File: config.mk
export PLATFORM = sky130hd
export DESIGN_NAME = alu_reservation_station
export DESIGN_NICKNAME = d
export VERILOG_FILES = /design/src/rtl/alu_reservation_station_pkg.sv /design/src/rtl/alu_reservation_station_rs_picker.sv /design/src/rtl/alu_reservation_station.sv
export SDC_FILE = /design/constraint.sdc
export NUM_CORES = 2
export LEC_CHECK = 0
export BUFFER_PORTS_ARGS = -buffer_cell sky130_fd_sc_hd__buf_2
export CORE_MARGIN = 2
export CORE_UTILIZATION = 52
export DETAILED_ROUTE_END_ITERATION = 10
export HOLD_SLACK_MARGIN = 0.03
export PLACE_DENSITY = 0.67
export SLEW_MARGIN = 0
export SYNTH_ARGS = -nofsm -noshare
export SYNTH_HDL_FRONTEND = slang
export SYNTH_SLANG_ARGS = --single-unit
File: constraint.sdc
create_clock -name clk_in -period 15.3 [get_ports clk_in]
set_clock_uncertainty 0.1 [all_clocks]
set_input_delay 1.53 -clock clk_in [delete_from_list [all_inputs] [get_ports clk_in]]
set_output_delay 1.53 -clock clk_in [all_outputs]
set_load 0.05 [all_outputs]
File: src/rtl/alu_reservation_station_pkg.sv
// Shared widths, opcode encodings and the entry record for the ALU reservation station.
package alu_reservation_station_pkg;

   localparam int IDWidth       = 32;
   localparam int ROBWidth      = 5;
   localparam int AddressWidth  = 32;
   localparam int InstTypeWidth = 6;
   localparam int RSSize        = 16;
   localparam int RSIdxW        = 4;

   localparam logic [InstTypeWidth-1:0] NOP   = 6'd0;
   localparam logic [InstTypeWidth-1:0] ADD   = 6'd1;
   localparam logic [InstTypeWidth-1:0] SUB   = 6'd2;
   localparam logic [InstTypeWidth-1:0] AND_  = 6'd3;
   localparam logic [InstTypeWidth-1:0] OR_   = 6'd4;
   localparam logic [InstTypeWidth-1:0] XOR_  = 6'd5;
   localparam logic [InstTypeWidth-1:0] BEQ   = 6'd6;
   localparam logic [InstTypeWidth-1:0] BNE   = 6'd7;
   localparam logic [InstTypeWidth-1:0] LUI   = 6'd8;
   localparam logic [InstTypeWidth-1:0] AUIPC = 6'd9;
   localparam logic [InstTypeWidth-1:0] JAL   = 6'd10;
   localparam logic [InstTypeWidth-1:0] JALR  = 6'd11;

   typedef struct packed {
      logic [InstTypeWidth-1:0] opcode;
      logic [IDWidth-1:0]       vj;
      logic [IDWidth-1:0]       vk;
      logic [ROBWidth-1:0]      qj;
      logic [ROBWidth-1:0]      qk;
      logic [IDWidth-1:0]       a;
      logic [AddressWidth-1:0]  pc;
      logic [ROBWidth-1:0]      dest;
   } rs_entry_t;

endpackage

File: src/rtl/alu_reservation_station_rs_picker.sv
// Priority encoder: reports whether any bit of i_vec is set and the lowest set index.
module rs_picker #(
   parameter int N     = 16,
   parameter int IDX_W = 4
) (
   input  logic [N-1:0]     i_vec,
   output logic             o_found,
   output logic [IDX_W-1:0] o_idx
);

   always_comb begin
      o_found = 1'b0;
      o_idx   = '0;
      for (int i = N - 1; i >= 0; i--) begin
         if (i_vec[i]) begin
            o_found = 1'b1;
            o_idx   = IDX_W'(i);
         end
      end
   end

endmodule

File: src/rtl/alu_reservation_station.sv
// Integer reservation station: buffers issued ops, snoops ROB/LSB broadcasts, dispatches one ready op per cycle.
// Optional macro RS_AGE_ORDER_EN selects oldest-ready dispatch instead of lowest-index-ready.
module alu_reservation_station
   import alu_reservation_station_pkg::*;
#(
   parameter int RS_SIZE  = RSSize,
   parameter int RS_IDX_W = RSIdxW
) (
   input  logic                     clk_in,
   input  logic                     rst_in,
   input  logic                     rdy_in,
   input  logic                     dsp_rs_en_in,
   input  logic [InstTypeWidth-1:0] dsp_rs_opcode_in,
   input  logic [IDWidth-1:0]       dsp_rs_vj_in,
   input  logic [IDWidth-1:0]       dsp_rs_vk_in,
   input  logic [ROBWidth-1:0]      dsp_rs_qj_in,
   input  logic [ROBWidth-1:0]      dsp_rs_qk_in,
   input  logic [IDWidth-1:0]       dsp_rs_a_in,
   input  logic [AddressWidth-1:0]  dsp_rs_pc_in,
   input  logic [ROBWidth-1:0]      dsp_rs_dest_in,
   output logic                     rs_dsp_full_out,
   input  logic [ROBWidth-1:0]      rob_rs_h_in,
   input  logic [IDWidth-1:0]       rob_rs_result_in,
   input  logic [ROBWidth-1:0]      lsb_rs_h_in,
   input  logic [IDWidth-1:0]       lsb_rs_result_in,
   input  logic                     rob_rs_rst_in,
   output logic [IDWidth-1:0]       rs_alu_a_out,
   output logic [IDWidth-1:0]       rs_alu_vj_out,
   output logic [IDWidth-1:0]       rs_alu_vk_out,
   output logic [ROBWidth-1:0]      rs_alu_dest_out,
   output logic [AddressWidth-1:0]  rs_alu_pc_out,
   output logic [InstTypeWidth-1:0] rs_alu_opcode_out
);

   logic [RS_SIZE-1:0]       r_busy;
   rs_entry_t                r_ent [RS_SIZE];
   logic                     r_full;
   logic [InstTypeWidth-1:0] r_op;
   logic [IDWidth-1:0]       r_a;
   logic [IDWidth-1:0]       r_vj;
   logic [IDWidth-1:0]       r_vk;
   logic [ROBWidth-1:0]      r_dest;
   logic [AddressWidth-1:0]  r_pc;

   logic [RS_SIZE-1:0]  w_ready;
   logic [RS_SIZE-1:0]  w_pick_vec;
   logic [RS_SIZE-1:0]  w_busy_nxt;
   logic                w_free_found;
   logic                w_rdy_found;
   logic [RS_IDX_W-1:0] w_free_idx;
   logic [RS_IDX_W-1:0] w_rdy_idx;
   logic                w_issue;
   logic                w_disp;
   rs_entry_t           w_new;

   // ROB bus wins when both buses carry the same tag; returns {q, v}.
   function automatic logic [ROBWidth+IDWidth-1:0] f_snoop(
      input logic [ROBWidth-1:0] q,
      input logic [IDWidth-1:0]  v
   );
      if (q != '0 && q == rob_rs_h_in)
         return {{ROBWidth{1'b0}}, rob_rs_result_in};
      else if (q != '0 && q == lsb_rs_h_in)
         return {{ROBWidth{1'b0}}, lsb_rs_result_in};
      else
         return {q, v};
   endfunction

   always_comb begin
      w_ready = '0;
      for (int i = 0; i < RS_SIZE; i++)
         w_ready[i] = r_busy[i] && (r_ent[i].qj == '0) && (r_ent[i].qk == '0);
   end

   rs_picker #(.N(RS_SIZE), .IDX_W(RS_IDX_W)) u_free_pick (
      .i_vec   (~r_busy),
      .o_found (w_free_found),
      .o_idx   (w_free_idx)
   );

   rs_picker #(.N(RS_SIZE), .IDX_W(RS_IDX_W)) u_ready_pick (
      .i_vec   (w_pick_vec),
      .o_found (w_rdy_found),
      .o_idx   (w_rdy_idx)
   );

   assign w_issue = rdy_in && !rob_rs_rst_in && dsp_rs_en_in && !r_full && w_free_found;
   assign w_disp  = rdy_in && !rob_rs_rst_in && w_rdy_found;

`ifdef RS_AGE_ORDER_EN
   // r_age = number of younger entries still resident, so the oldest has the largest count.
   logic [RS_IDX_W-1:0] r_age [RS_SIZE];
   logic [RS_IDX_W-1:0] w_max_age;

   always_comb begin
      w_max_age  = '0;
      w_pick_vec = '0;
      for (int i = 0; i < RS_SIZE; i++)
         if (w_ready[i] && r_age[i] > w_max_age) w_max_age = r_age[i];
      for (int i = 0; i < RS_SIZE; i++)
         w_pick_vec[i] = w_ready[i] && (r_age[i] == w_max_age);
   end

   always_ff @(posedge clk_in or posedge rst_in) begin
      if (rst_in) begin
         for (int i = 0; i < RS_SIZE; i++) r_age[i] <= '0;
      end else if (rdy_in && !rob_rs_rst_in) begin
         for (int i = 0; i < RS_SIZE; i++) begin
            if (w_issue && w_free_idx == RS_IDX_W'(i))
               r_age[i] <= '0;
            else if (r_busy[i])
               r_age[i] <= r_age[i] + RS_IDX_W'(w_issue)
                         - RS_IDX_W'(w_disp && (r_age[i] > r_age[w_rdy_idx]));
         end
      end
   end
`else
   assign w_pick_vec = w_ready;
`endif

   always_comb begin
      w_new        = '0;
      w_new.opcode = dsp_rs_opcode_in;
      {w_new.qj, w_new.vj} = f_snoop(dsp_rs_qj_in, dsp_rs_vj_in);
      {w_new.qk, w_new.vk} = f_snoop(dsp_rs_qk_in, dsp_rs_vk_in);
      w_new.a      = dsp_rs_a_in;
      w_new.pc     = dsp_rs_pc_in;
      w_new.dest   = dsp_rs_dest_in;
   end

   always_comb begin
      w_busy_nxt = r_busy;
      if (w_disp)  w_busy_nxt[w_rdy_idx]  = 1'b0;
      if (w_issue) w_busy_nxt[w_free_idx] = 1'b1;
   end

   always_ff @(posedge clk_in or posedge rst_in) begin
      if (rst_in) begin
         r_busy <= '0;
         r_full <= 1'b0;
         r_op   <= NOP;
         r_a    <= '0;
         r_vj   <= '0;
         r_vk   <= '0;
         r_dest <= '0;
         r_pc   <= '0;
      end else if (!rdy_in) begin
         r_op <= NOP;
      end else if (rob_rs_rst_in) begin
         r_busy <= '0;
         r_full <= 1'b0;
         r_op   <= NOP;
         r_dest <= '0;
      end else begin
         r_busy <= w_busy_nxt;
         r_full <= &w_busy_nxt;
         if (w_rdy_found) begin
            r_op   <= r_ent[w_rdy_idx].opcode;
            r_a    <= r_ent[w_rdy_idx].a;
            r_vj   <= r_ent[w_rdy_idx].vj;
            r_vk   <= r_ent[w_rdy_idx].vk;
            r_dest <= r_ent[w_rdy_idx].dest;
            r_pc   <= r_ent[w_rdy_idx].pc;
         end else begin
            r_op   <= NOP;
            r_dest <= '0;
         end
      end
   end

   // Entry payload needs no reset: busy gates every use of it.
   always_ff @(posedge clk_in) begin
      if (rdy_in && !rob_rs_rst_in) begin
         for (int i = 0; i < RS_SIZE; i++) begin
            if (w_issue && w_free_idx == RS_IDX_W'(i)) begin
               r_ent[i] <= w_new;
            end else if (r_busy[i]) begin
               {r_ent[i].qj, r_ent[i].vj} <= f_snoop(r_ent[i].qj, r_ent[i].vj);
               {r_ent[i].qk, r_ent[i].vk} <= f_snoop(r_ent[i].qk, r_ent[i].vk);
            end
         end
      end
   end

   assign rs_dsp_full_out   = r_full;
   assign rs_alu_opcode_out = r_op;
   assign rs_alu_a_out      = r_a;
   assign rs_alu_vj_out     = r_vj;
   assign rs_alu_vk_out     = r_vk;
   assign rs_alu_dest_out   = r_dest;
   assign rs_alu_pc_out     = r_pc;

endmodule
==> impl_metrics.tcl <==
set metrics [dict create \
    cts_setup_buffers 0 \
    synthFlopType "edfxtp_1" \
    grt-busiest-layer "met2" \
    cp-start-kind "flop" \
    firstDrtPassIters 9 \
    via_per_inst 7.00 \
    post_drt_wl_per_cell_um 34.5 \
    ys_warn_count 0 \
    drtIter0Drc 15500 \
    syn_inst 10400 \
    area_delta_synth_final_pct 10.4 \
    clkLatencyLatePin_ns 0.98 \
    vias 95000 \
    die_y_um 491 \
    hold_path.class "flop to flop" \
    final_hold_viol_count 0 \
    grt_use_met3_pct 12.0 \
    htree_levels 5 \
    numCtsBuffers 288 \
    critPathArrivalTime_ns 7.21 \
    synthDistinctLibCells 81 \
    holdBufCountCts 0 \
    dp_hpwl_um 249000 \
    rows 178 \
    synth_nets 10600 \
    setup_viol 0 \
    netlist_area_um2 124000 \
    yosysSeqAreaShare_pct 61.1 \
    p_total_mw 15.5 \
    synth_edf_count 2384 \
    die_w_um 491 \
    cts.path.max_buffers 4 \
    use_met2_pct 56.1 \
    drc 0 \
    drive_gt1_share_pct 14.7 \
    post_cts_resize_count 0 \
    fin_area_um2 136000 \
    status "finished, violations left" \
    gr-total-overflow 0 \
    crit_type "flop to flop" \
    initial_core_util_pct 52.4 \
    portBuffers 367 \
    crit_path_max_fanout 67 \
    core_area_um2 236000 \
    violations "capacitance limit, slew limit" \
    cts-root-buf "clkbuf_16" \
    powerDensity_nw_per_um2 114 \
    rsz0062_at_grt "false" \
    die_area_um2 241000 \
    drt_wl_total_um 468000 \
    slew_violations 8 \
    pin_count 368 \
    max_slew.worst_pin.slew_ns 1.53 \
    fin_setup_tns_ns 0 \
    antenna_found_initial 51 \
    clk_pin_slew_ns 0.06 \
    fin_ws_ns 8.82 \
    place_congestion 0.942 \
    hold_ws_ns 0.404 \
    end_kind "flop" \
    placed_area_um2 128000 \
    synth.ff_latch_count 2540 \
    first_global_vias 89300 \
    ir_drop_mv 0.0854 \
    fill_cells 19100 \
    slew-limit-headroom_pct -2.46 \
    drtAntennaViolNets 0 \
    synth.top_cells.by_area "edfxtp_1 58%, mux2i_1 4.4%, a21oi_1 4.1%" \
    finalCritPeriodShare_pct 42.4 \
    max_freq_mhz 154 \
    grtUsageTotal_pct 37.5 \
    synth_commonest_cells "2384 x edfxtp_1, 1068 x nand2_1, 1012 x a21oi_1, 902 x clkbuf_1, 659 x a211oi_1" \
    grt_pass1_wl_um 651000 \
    async_reset_ff_share_pct 6.14 \
    met1_usage_pct 48.4 \
    fin_crit_ns 6.48 \
    yosysTopAreaCell "edfxtp_1" \
    worst_ep_required_time_ns 16.02 \
    fin_nets 10400 \
    synth.most_common_cell "edfxtp_1" \
    maxCapViolCount 1 \
    yosysTopAreaCellShare_pct 57.9 \
    synth_area_per_cell_um2 11.9 \
    preCtsSetupSlack_ns 8.21 \
    cts.sinks 2540 \
    grt_max_degree 143 \
    leakagePower_nw 45.6 \
    cts_tree "built" \
]
-- cell families after synthesis --
group / Yosys count / share of synthesized area (%)
AOI/OAI and AO/OA: 2886 / 14.8
and+or+nand+nor: 2558 / 9.88
DFF: 2540 / 61.1
buffers and inverters: 1134 / 3.76
muxes: 941 / 8.03
xor gates and xnor gates: 340 / 2.41
adders and majority gates: 1 / 0.00810
-- worst paths after layout --
kind | slack, ns | to | from | depth (start not counted)
setup / recovery | 8.82 | rs_alu_opcode_out[5]$_DFF_PP0_ | r_busy[11]$_DFFE_PP0P_ | 13
setup reg to reg | 8.82 | rs_alu_opcode_out[5]$_DFF_PP0_ | r_busy[11]$_DFFE_PP0P_ | 13
hold / removal | 0.40 | rs_alu_a_out[12]$_DFFE_PP0N_ | rs_alu_a_out[12]$_DFFE_PP0N_ | 1
hold reg to reg | 0.40 | rs_alu_a_out[12]$_DFFE_PP0N_ | rs_alu_a_out[12]$_DFFE_PP0N_ | 1
max in group asynchronous | 12.95 | rs_alu_vj_out[18]$_DFFE_PP0N_ | rst_in | 3
min in group asynchronous | 0.63 | rs_alu_a_out[22]$_DFFE_PP0N_ | rst_in | 2
-- through the flow --
step | std cells | util, %
6_report | 13600 | 57.9
5_1_grt | 13600 | 57.9
4_1_cts | 13600 | 57.9
3_5_place_dp | 13100 | 54.2
3_3_place_gp | 13100 | 54.2
2_1_floorplan | 10400 | -
-- state kept, by name (all words and copies together), names as in the netlist --
name	cells
r_ent	2384
rs_alu_opcode_out	6
rs_alu_pc_out	32
rs_alu_vj_out	32
rs_alu_dest_out	5
rs_dsp_full_out	1
r_busy	16
rs_alu_vk_out	32
rs_alu_a_out	32
-- cell usage in the layout (no fill, tap or decap), types with 90 or more instances in the layout --
master | netlist | layout
buf_2 | 106 | 367
a21oi_1 | 1012 | 980
mux2_2 | 394 | 394
nand3_1 | 196 | 194
nor2_1 | 397 | 389
mux2i_1 | 545 | 545
a221oi_1 | 123 | 123
o22ai_1 | 152 | 152
edfxtp_1 | 2384 | 2384
clkbuf_1 | 902 | 90
nor2b_1 | 646 | 646
a211oi_1 | 659 | 659
xnor2_1 | 196 | 196
buf_4 | 36 | 232
xor2_1 | 144 | 144
o21ai_0 | 467 | 463
clkbuf_16 | 0 | 295
nand2_1 | 1068 | 1061
dfrtp_1 | 156 | 156
-- worst max-delay path, stage by stage, from the launching register on --
cell and delay, ns:
dfrtp_1 0.56, nor4b_1 0.43, and4_1 0.45, a31oi_1 0.08, a21oi_1 0.31, o211ai_1 0.55, nand2_4 0.70, buf_4 0.78
buf_4 0.69, buf_4 0.78, nand2_1 0.11, nand3_1 0.11, o311ai_1 0.13, nor4_1 0.40
-- power by group --
part           leakage (nW)  switching [mW]  internal (mW)
Clock                  4.28            2.81           3.79
Sequential             23.3          0.0786           7.68
Combinational          18.0           0.823          0.339
Total                  45.6            3.72           11.8
-- per-layer routing --
layer / vias to the layer above / part of all wire (%)
li1: 38700 / -
met4: 36 / 6.3
met1: 46600 / 35
met2: 7865 / 43
met5: - / 0.082
met3: 1778 / 15
-- layout make-up --
| cell class | instances | area [um^2] | share of cell area (%) |
|---|---|---|---|
| flip-flops and latches | 2540 | 75500 | 55.3 |
| multi-input cells | 6726 | 44200 | 32.4 |
| clock buffers | 410 | 8060 | 5.91 |
| well taps | 3150 | 3940 | 2.89 |
| repair buffers | 608 | 3760 | 2.75 |
| clock inverters | 88 | 669 | 0.491 |
| inverters | 32 | 213 | 0.156 |
| diodes | 24 | 60.1 | 0.0440 |
Power figures use the tool's default switching activity.
